$ cat config.mk
export PLATFORM = sky130hd
export DESIGN_NAME = load_ab_lanes
export DESIGN_NICKNAME = d
export VERILOG_FILES = /design/src/rtl/load_ab_lanes.sv
export SDC_FILE = /design/constraint.sdc
export NUM_CORES = 2
export LEC_CHECK = 0
export CORE_UTILIZATION = 30
export CTS_CLUSTER_SIZE = 24
export DETAILED_ROUTE_END_ITERATION = 8
export HOLD_SLACK_MARGIN = 0.02
export PLACE_DENSITY = 0.45
export SLEW_MARGIN = 40
export SYNTH_ARGS = -nofsm -noshare
export SYNTH_HDL_FRONTEND = slang
export SYNTH_SLANG_ARGS = --single-unit
$ cat constraint.sdc
create_clock -name clk -period 53.9 [get_ports clk]
set_clock_uncertainty 0.2 [all_clocks]
set_input_delay 13.475 -clock clk [delete_from_list [all_inputs] [get_ports clk]]
set_output_delay 13.475 -clock clk [all_outputs]
set_load 0.02 [all_outputs]
$ cat src/rtl/load_ab_lanes.sv
//==============================================================================
// Module      : load_ab_lanes
// Description : Per-PE operand loader for the linear matrix-multiply array.
//               Captures this PE's slice of each A tile into a double-buffered
//               store, forwards foreign A words and all B words downstream,
//               and streams (A[LANES], B) pairs to the MAC lanes.
//               Optional macro LOAD_AB_LANES_STATS_EN adds stall_ab/starve_b.
// Revision    : 1.0 - initial multi-lane release
//==============================================================================
`default_nettype none

module load_ab_lanes #(
  parameter int D_WIDTH      = 64,
  parameter int LANES        = 2,
  parameter int A_NUM_WIDTH  = 4,
  parameter int A_PART_WIDTH = 2,
  parameter int B_NUM_WIDTH  = 3,
  parameter int RD_DELAY     = 2
) (
  input  logic                                  clk,
  input  logic                                  rst,
  input  logic [A_NUM_WIDTH-A_PART_WIDTH-1:0]   pid,
  input  logic [D_WIDTH-1:0]                    a_in_data,
  input  logic                                  a_in_valid,
  output logic                                  a_in_ready,
  output logic [D_WIDTH-1:0]                    a_fwd_data,
  output logic                                  a_fwd_valid,
  input  logic                                  a_fwd_ready,
  input  logic [D_WIDTH-1:0]                    b_in_data,
  input  logic                                  b_in_valid,
  output logic                                  b_in_ready,
  output logic [D_WIDTH-1:0]                    b_fwd_data,
  output logic                                  b_fwd_valid,
  input  logic                                  b_fwd_ready,
  output logic [LANES*D_WIDTH-1:0]              ab_a_data,
  output logic [D_WIDTH-1:0]                    ab_b_data,
  output logic                                  ab_valid,
  input  logic                                  ab_ready,
  output logic                                  ab_last,
  output logic [15:0]                           tiles_done
`ifdef LOAD_AB_LANES_STATS_EN
  ,
  output logic [31:0]                           stall_ab,
  output logic [31:0]                           starve_b
`endif
);

  localparam int PID_W  = A_NUM_WIDTH - A_PART_WIDTH;
  localparam int PART   = 1 << A_PART_WIDTH;
  localparam int BEATS  = PART / LANES;
  localparam int BEAT_W = (BEATS > 1) ? $clog2(BEATS) : 1;
  localparam int DEPTH  = RD_DELAY + 1;
  localparam int PTR_W  = (DEPTH > 1) ? $clog2(DEPTH) : 1;
  localparam int CNT_W  = $clog2(DEPTH + 1) + 1;
  localparam int AW     = LANES * D_WIDTH;
  localparam logic [BEAT_W-1:0]      BEAT_MAX = BEAT_W'(BEATS - 1);
  localparam logic [B_NUM_WIDTH-1:0] B_MAX    = '1;
  localparam logic [A_NUM_WIDTH-1:0] A_MAX    = '1;

  typedef enum logic [1:0] {
    ST_IDLE    = 2'd0,
    ST_STREAM  = 2'd1,
    ST_RELEASE = 2'd2
  } state_t;

  state_t                   state_q, state_d;
  logic [A_NUM_WIDTH-1:0]   a_idx_q, a_idx_d;
  logic [PID_W-1:0]         pid_q, pid_d, pid_lat;
  logic                     load_bank_q, load_bank_d;
  logic                     rd_bank_q, rd_bank_d;
  logic [1:0]               full_q, full_d;
  logic [B_NUM_WIDTH-1:0]   b_idx_q, b_idx_d;
  logic [BEAT_W-1:0]        beat_q, beat_d;
  logic [D_WIDTH-1:0]       b_hold_q, b_hold_d;
  logic [D_WIDTH-1:0]       mem_q [2][PART];
  logic [D_WIDTH-1:0]       mem_d [2][PART];
  logic [RD_DELAY-1:0]      p_v_q, p_v_d, p_l_q, p_l_d;
  logic [AW-1:0]            p_a_q [RD_DELAY];
  logic [AW-1:0]            p_a_d [RD_DELAY];
  logic [D_WIDTH-1:0]       p_b_q [RD_DELAY];
  logic [D_WIDTH-1:0]       p_b_d [RD_DELAY];
  logic [AW-1:0]            f_a_q [DEPTH];
  logic [AW-1:0]            f_a_d [DEPTH];
  logic [D_WIDTH-1:0]       f_b_q [DEPTH];
  logic [D_WIDTH-1:0]       f_b_d [DEPTH];
  logic [DEPTH-1:0]         f_l_q, f_l_d;
  logic [PTR_W-1:0]         wr_ptr_q, wr_ptr_d, rd_ptr_q, rd_ptr_d;
  logic [CNT_W-1:0]         cnt_q, cnt_d, inflight;
  logic [15:0]              tiles_q, tiles_d;

  logic                     own, load_full, a_acc, wrap, rel;
  logic                     credit, issue, iss_last, push, pop;
  logic [AW-1:0]            iss_a;
  logic [D_WIDTH-1:0]       iss_b;
  logic [A_PART_WIDTH-1:0]  rd_idx;

  assign a_fwd_data = a_in_data;
  assign b_fwd_data = b_in_data;
  assign ab_valid   = (cnt_q != '0);
  assign ab_a_data  = f_a_q[rd_ptr_q];
  assign ab_b_data  = f_b_q[rd_ptr_q];
  assign ab_last    = f_l_q[rd_ptr_q];
  assign tiles_done = tiles_q;

  // Load routing, read FSM, operand pipeline and output skid FIFO next-state
  always_comb begin
    state_d     = state_q;
    a_idx_d     = a_idx_q;
    pid_d       = pid_q;
    load_bank_d = load_bank_q;
    rd_bank_d   = rd_bank_q;
    full_d      = full_q;
    b_idx_d     = b_idx_q;
    beat_d      = beat_q;
    b_hold_d    = b_hold_q;
    mem_d       = mem_q;
    f_a_d       = f_a_q;
    f_b_d       = f_b_q;
    f_l_d       = f_l_q;
    wr_ptr_d    = wr_ptr_q;
    rd_ptr_d    = rd_ptr_q;
    tiles_d     = tiles_q;
    b_in_ready  = 1'b0;
    b_fwd_valid = 1'b0;
    wrap        = 1'b0;
    rel         = 1'b0;
    issue       = 1'b0;
    iss_b       = b_hold_q;
    iss_a       = '0;
    rd_idx      = '0;
    inflight    = '0;

    // The tile owner is decided by pid as seen on word 0, held for the rest
    pid_lat    = (a_idx_q == '0) ? pid : pid_q;
    own        = (a_idx_q[A_NUM_WIDTH-1:A_PART_WIDTH] == pid_lat);
    load_full  = full_q[load_bank_q];
    a_in_ready = !load_full && (own || a_fwd_ready);
    a_fwd_valid = a_in_valid && !load_full && !own;
    a_acc      = a_in_valid && a_in_ready;
    if (a_acc) begin
      if (a_idx_q == '0) pid_d = pid;
      if (own) mem_d[load_bank_q][a_idx_q[A_PART_WIDTH-1:0]] = a_in_data;
      a_idx_d = a_idx_q + 1'b1;
      if (a_idx_q == A_MAX) begin
        wrap        = 1'b1;
        load_bank_d = !load_bank_q;
      end
    end

    // Credit reserves a FIFO slot for every read still in the pipeline
    for (int i = 0; i < RD_DELAY; i++) inflight = inflight + CNT_W'(p_v_q[i]);
    credit   = (cnt_q + inflight) < CNT_W'(DEPTH);
    iss_last = (b_idx_q == B_MAX) && (beat_q == BEAT_MAX);

    case (state_q)
      ST_IDLE: begin
        if (full_q[rd_bank_q]) state_d = ST_STREAM;
      end
      ST_STREAM: begin
        if (beat_q == '0) begin
          b_in_ready  = credit && b_fwd_ready;
          b_fwd_valid = credit && b_in_valid;
          issue       = credit && b_in_valid && b_fwd_ready;
          iss_b       = b_in_data;
          if (issue) b_hold_d = b_in_data;
        end else begin
          issue = credit;
        end
        if (issue) begin
          if (beat_q == BEAT_MAX) begin
            beat_d  = '0;
            b_idx_d = b_idx_q + 1'b1;
          end else begin
            beat_d = beat_q + 1'b1;
          end
          if (iss_last) state_d = ST_RELEASE;
        end
      end
      ST_RELEASE: begin
        rel       = 1'b1;
        rd_bank_d = !rd_bank_q;
        state_d   = full_q[!rd_bank_q] ? ST_STREAM : ST_IDLE;
      end
      default: state_d = ST_IDLE;
    endcase

    // A wrap and a release always address opposite banks
    if (wrap) full_d[load_bank_q] = 1'b1;
    if (rel)  full_d[rd_bank_q]   = 1'b0;

    for (int i = 0; i < LANES; i++) begin
      rd_idx = A_PART_WIDTH'(int'(beat_q) * LANES + i);
      iss_a[i*D_WIDTH +: D_WIDTH] = mem_q[rd_bank_q][rd_idx];
    end

    p_v_d[0] = issue;
    p_l_d[0] = iss_last;
    p_a_d[0] = iss_a;
    p_b_d[0] = iss_b;
    for (int i = 1; i < RD_DELAY; i++) begin
      p_v_d[i] = p_v_q[i-1];
      p_l_d[i] = p_l_q[i-1];
      p_a_d[i] = p_a_q[i-1];
      p_b_d[i] = p_b_q[i-1];
    end

    push = p_v_q[RD_DELAY-1];
    pop  = ab_valid && ab_ready;
    if (push) begin
      f_a_d[wr_ptr_q] = p_a_q[RD_DELAY-1];
      f_b_d[wr_ptr_q] = p_b_q[RD_DELAY-1];
      f_l_d[wr_ptr_q] = p_l_q[RD_DELAY-1];
      wr_ptr_d = (wr_ptr_q == PTR_W'(DEPTH - 1)) ? '0 : wr_ptr_q + 1'b1;
    end
    if (pop) begin
      rd_ptr_d = (rd_ptr_q == PTR_W'(DEPTH - 1)) ? '0 : rd_ptr_q + 1'b1;
      if (f_l_q[rd_ptr_q]) tiles_d = tiles_q + 16'd1;
    end
    cnt_d = cnt_q + CNT_W'(push) - CNT_W'(pop);
  end

  // Control, pipeline and FIFO registers
  always_ff @(posedge clk or posedge rst) begin
    if (rst) begin
      state_q     <= ST_IDLE;
      a_idx_q     <= '0;
      pid_q       <= '0;
      load_bank_q <= 1'b0;
      rd_bank_q   <= 1'b0;
      full_q      <= '0;
      b_idx_q     <= '0;
      beat_q      <= '0;
      b_hold_q    <= '0;
      p_v_q       <= '0;
      p_l_q       <= '0;
      for (int i = 0; i < RD_DELAY; i++) begin
        p_a_q[i] <= '0;
        p_b_q[i] <= '0;
      end
      for (int i = 0; i < DEPTH; i++) begin
        f_a_q[i] <= '0;
        f_b_q[i] <= '0;
      end
      f_l_q    <= '0;
      wr_ptr_q <= '0;
      rd_ptr_q <= '0;
      cnt_q    <= '0;
      tiles_q  <= '0;
    end else begin
      state_q     <= state_d;
      a_idx_q     <= a_idx_d;
      pid_q       <= pid_d;
      load_bank_q <= load_bank_d;
      rd_bank_q   <= rd_bank_d;
      full_q      <= full_d;
      b_idx_q     <= b_idx_d;
      beat_q      <= beat_d;
      b_hold_q    <= b_hold_d;
      p_v_q       <= p_v_d;
      p_l_q       <= p_l_d;
      p_a_q       <= p_a_d;
      p_b_q       <= p_b_d;
      f_a_q       <= f_a_d;
      f_b_q       <= f_b_d;
      f_l_q       <= f_l_d;
      wr_ptr_q    <= wr_ptr_d;
      rd_ptr_q    <= rd_ptr_d;
      cnt_q       <= cnt_d;
      tiles_q     <= tiles_d;
    end
  end

  // A store contents; validity is tracked by full_q, so no reset is needed
  always_ff @(posedge clk) begin
    mem_q <= mem_d;
  end

`ifdef LOAD_AB_LANES_STATS_EN
  logic [31:0] stall_q, stall_d, starve_q, starve_d;

  // Saturating stall and B-starvation counters
  always_comb begin
    stall_d  = stall_q;
    starve_d = starve_q;
    if (ab_valid && !ab_ready && (stall_q != '1)) stall_d = stall_q + 32'd1;
    if ((state_q == ST_STREAM) && (beat_q == '0) && credit && !b_in_valid &&
        (starve_q != '1)) starve_d = starve_q + 32'd1;
  end

  // Statistics registers
  always_ff @(posedge clk or posedge rst) begin
    if (rst) begin
      stall_q  <= '0;
      starve_q <= '0;
    end else begin
      stall_q  <= stall_d;
      starve_q <= starve_d;
    end
  end

  assign stall_ab = stall_q;
  assign starve_b = starve_q;
`endif

endmodule

`default_nettype wire

; After elaboration in Yosys (flattened, before gate mapping)
; Index checks and enable logic that the tools add are counted.
[op_classes]
addsub = 11
n_mul = 0
div_mod_pow = 0
n_lt_le_gt_ge = 19
n_eq_ne = 10
shift = 0
muxes = 64
bitwise_logic = 11
reduce_logical = 30
[ops]
columns = operator, count
row1 = $mux W256, 4
row2 = $mux W64, 10
row3 = $bwmux W512, 1
row4 = $bmux W64 S2, 3
row5 = $bwmux W384, 1
row6 = $mux W128, 3
row7 = $bmux W128 S2, 1
row8 = $demux W128 S2, 1
row9 = $demux W256 S1, 1
row10 = $demux W64 S2, 2
row11 = $bwmux W192, 1
row12 = $mux W1, 22
row13 = $add A16 B1 Y16 const B, 1
row14 = $mux W2, 8
row15 = $ge A3 B3 Y1 const B, 5
row16 = $logic_and A1 B1 Y1, 15
row17 = $not A2 Y3, 5
row18 = $reduce_and A3 Y1, 3
row19 = $reduce_and A2 Y1, 4
row20 = $add A2 B1 Y2 const B, 3
row21 = $eq A2 B2 Y1 const B, 3
row22 = $lt A1 B2 Y1 const B, 3
row23 = $lt A2 B3 Y1 const B, 2
row24 = $lt A3 B1 Y1 const B, 2
row25 = other kinds (32), 41
[totals]
regBits = 1582
latch_bits = 0
ramBits = 0
mem_bits_ro = 0
in_bits = 137
output_inout_bits = 342
elab_cells = 179
n_memories = 0

; Logic depth before layout (Yosys ltp)
[logic_depth]
word_depth = 10
ltp_mapped = 9
depth_no_buf = 9

; Least setup slack after synthesis
; OpenSTA, ideal clock, no wires.
[synth_path]
path_type = input to output
from = in pid[1]
to = out a_in_ready
arrival_time_ns = 14.617
required_time_ns = 40.225
setup_slack_ns = 25.608
path_stages = 4
path_buffers = 1
cell_sequence = or4b_4 -> a31oi_1 -> clkbuf_1 -> o21a_1
[synth_via]
elab_chain_cells = 4
[synth_rtl]
columns = item, line_no
row1 = from (decl), 22  ; input logic [A_NUM_WIDTH-A_PART_WIDTH-1:0] pid,
row2 = $mux W2, n/a
row3 = $eq A2 B2 Y1, 135  ; own = (a_idx_q[A_NUM_WIDTH-1:A_PART_WIDTH] == pid_lat);
row4 = $logic_or A1 B1 Y1, 137  ; a_in_ready = !load_full && (own || a_fwd_ready);
row5 = $logic_and A1 B1 Y1, 137
row6 = to (decl), 25  ; output logic a_in_ready,
; Every way passes these cells.

; Final worst setup path
[layout_path]
from = in pid[0]
to = out a_in_ready
; Same word-level chain as after synthesis.

==> impl_metrics.csv <==
group,metric,value,unit
run_status,status,"completed",
clocking,hold_buffers,0,
routing,routed-wl-met3,5.67,mm
layout,drive_above_1_share,29.4,%
clocking,path_clk_slew,60,ps
synth,async_flop_share,67.6,%
synth,synth_edf_count,512,
clocking,cts.sinks,1582,
place,gp_congestion,0.714,
setup_path,path_max_fanout,11,
floorplan,die_area,200000,um^2
floorplan,coreArea,197000,um^2
routing,via_per_inst,4.51,
setup_path,arrival,15730,ps
place,hpwl,84.9,mm
min_path,min_path_type,"flop to flop",
sta,finalHoldViolCount,0,
routing,ant_nets,0,
routing,drtIter0Drc,1378,
synth,syn_area,59500,um^2
sta,max_freq,34.0,MHz
synth,synth_cells,3460,
setup_path,startpoint_type,"input port",
layout,syn_to_final_growth,22.0,%
synth,synth_seq_area_share,70.9,%
setup_path,r2r-start,"a_idx_q[0]",
global_route,grt_use_total,14.7,%
sta,timing.final.crit_share,54.5,%
sta,slew_headroom,44.6,%
routing,dr.pass1.iters,5,
place,postPlaceCellArea,66700,um^2
clocking,post_cts_resized,0,
routing,wl,145,mm
sta,setup_viol,0,
power,power.density,56.4,nW/um^2
floorplan,dieWidth,447,um
synth,synthFlopType,"dfrtp_1",
setup_path,reg2regPathDepth,7,
layout,final_net_count,4028,
clocking,cts-root-buf,"clkbuf_16",
routing,wl_met1,63.4,mm
setup_path,setup.worst_path.start,"pid[0]",
synth,synth.ff_latch_count,1582,
setup_path,timing.reg2reg.setup_slack,49790,ps
sta,worst_pin_slew,832,ps
place,io_buffers,478,
sta,fin_crit,29400,ps
power,ir_worst_vdd,29.3,uV
global_route,grt_pass1_wl,218,mm
routing,wl_met2,72.0,mm
clocking,clock_latency,810,ps
sta,final-max-slew-violation-count,0,
synth,synth_cell_type_count,51,
setup_path,reg2reg_to,"mem_q[330]",
layout,final_area,72600,um^2
routing,drc,0,
run,maxCapViolCount,0,
power,leakagePower,0.0282,uW
global_route,grt-ovfl-total,0,
clocking,cts-buffers-inserted,178,
clocking,cts_buffer_depth,3,
sta,grt_setup_unrepaired,"no",
routing,dr_total_vias,30100,
global_route,grt_pass1_vias,32800,
global_route,grt_max_degree,122,
routing,routed.top_layer,"met4",
synth,ys_warn_count,0,
floorplan,start_util,30.2,%
floorplan,die_h,447,um
setup_path,crit_required,40230,ps
setup_path,cp-end-kind,"output port",
setup_path,worstSetupPathType,"input port to output port",
floorplan,row_count,163,
clocking,cts_tree,"built",
floorplan,ios,479,
global_route,antenna_found_initial,1,
synth,avgSynthCellArea,17.2,um^2
clocking,htreeDepth,4,
clocking,postCtsSetupRepairBufs,0,
routing,wl_per_cell,21.7,um
sta,tns,0,ps
synth,synthesis.nets,3609,
setup_path,cp-endpoint,"a_in_ready",
[routing by layer]
metal | track usage [%] | vias to the layer above
li1 | - | 13400
met1 | 18.9 | 15900
met2 | 24.9 | 525
met3 | 2.85 | 212
met4 | 4.33 | 0
met5 | 0 | -
[cell families after synthesis]
kind of cell | count (synthesis) | synth area share, %
AND/OR/NAND/NOR | 275 | 2.05
XOR/XNOR | 23 | 0.339
AO/OA/AOI/OAI | 213 | 1.91
multiplexers | 1036 | 21.6
buffers and inverters | 319 | 2.93
adder cells (fa/ha/maj) | 12 | 0.278
flip-flops | 1582 | 70.9
[layout by cell type (no fill, tap or decap), drive strengths merged, types with 3 or more instances in the layout]
cell type / Yosys / final
nor2b: 4 / 4
and2: 3 / 3
nand2b: 3 / 3
o21ai: 195 / 195
and4: 5 / 5
clkbuf: 113 / 249
dfrtp: 1070 / 1070
a21o: 3 / 3
edfxtp: 512 / 512
mux2: 713 / 713
nor2: 8 / 8
bufinv: 0 / 9
nor4: 4 / 4
or2: 3 / 3
a21oi: 4 / 4
nand3: 10 / 10
xnor2: 15 / 15
nand2: 204 / 204
xor2: 8 / 8
mux4: 128 / 128
and4b: 4 / 4
ha: 10 / 10
inv: 13 / 18
and3: 5 / 5
mux2i: 195 / 195
clkdlybuf4s50: 0 / 478
clkinvlp: 0 / 4
clkinv: 0 / 66
or3: 4 / 4
buf: 193 / 67
nand4: 6 / 6
nor3: 6 / 6
[flip-flops by register name, summed over array words and instances, names as in the netlist, 16 cells and up]
name / flops
p_a_d: 128
mem_q: 512
b_hold_q: 64
p_a_q: 128
f_a_q: 384
p_b_d: 64
tiles_done: 16
p_b_q: 64
f_b_q: 192
[stage by stage]
step                      total power, uW  utilization [%]  std cells  setup WS (ps)  hold slack [ps]
after detailed placement             2970             33.8       6334          24500              135
after CTS                            4190             36.7       6667          24510              137
after global placement               2950             33.7       6326          24110              132
final                                4100             36.8       6673          24500              131
after global routing                 4330             36.8       6673          24380              145
after floorplan                      2430                -       3460          10100              131
[synth_stat cells, types with 2 or more instances]
library cell / number / area, um^2
and4_1: 5 / 43.8
mux4_2: 128 / 2880
xor2_1: 8 / 70.1
a21o_1: 3 / 22.5
a21oi_1: 4 / 20.0
nand2_1: 204 / 766
nand4_1: 6 / 37.5
mux2i_1: 195 / 1950
edfxtp_1: 512 / 15400
nor2_1: 8 / 30.0
fa_1: 2 / 40.0
nor3_1: 6 / 30.0
buf_6: 2 / 22.5
and4b_1: 4 / 40.0
ha_1: 10 / 125
nor4_1: 4 / 25.0
nand3_1: 10 / 50.1
buf_2: 42 / 210
or3_1: 3 / 18.8
nor2b_1: 4 / 25.0
mux2_2: 712 / 8020
or2_2: 3 / 18.8
buf_4: 128 / 961
dfrtp_1: 1070 / 26800
clkbuf_1: 113 / 424
nand3b_1: 2 / 15.0
nand2b_1: 3 / 18.8
inv_1: 13 / 48.8
xnor2_1: 15 / 131
and3_1: 5 / 31.3
buf_1: 21 / 78.8
o21ai_0: 195 / 976
and2_1: 2 / 12.5
[where the power goes]
part / switching [uW] / leakage (uW) / internal, uW
Combinational: 605 / 0.00794 / 577
Sequential: 167 / 0.0175 / 1560
Clock: 506 / 0.00279 / 680
Total: 1280 / 0.0282 / 2820
[cell type report]
type	count	area, um^2
Clock buffer	249	4860
Sequential cell	1582	42200
Inverter	13	61.3
Antenna cell	1	2.50
Fill cell	18600	125000
Tap cell	2640	3300
Multi-Input combinational cell	1559	15700
Timing Repair Buffer	545	5590
Clock inverter	84	926
[how the worst min path moves through the flow]
| stage | startpoint | depth (start not counted) | endpoint | slack (ps) |
|---|---|---|---|---|
| 2_1_floorplan | p_a_d[0] | 0 | p_a_q[0] | 130 |
| 3_3_place_gp | p_a_d[72] | 0 | p_a_q[72] | 130 |
| 3_5_place_dp | p_a_d[117] | 0 | p_a_q[117] | 130 |
| 4_1_cts | p_a_d[56] | 0 | p_a_q[56] | 140 |
| 5_1_grt | p_a_d[68] | 0 | p_a_q[68] | 150 |
| 6_report | p_b_d[5] | 0 | p_b_q[5] | 130 |
[critical path, cell delays in order]
cell and delay (ps):
clkdlybuf4s50_1 420, nor4b_1 470, a211oi_1 120, a31oi_2 470
o21a_1 170, clkdlybuf4s50_1 590
Power figures use the tool's default switching activity.
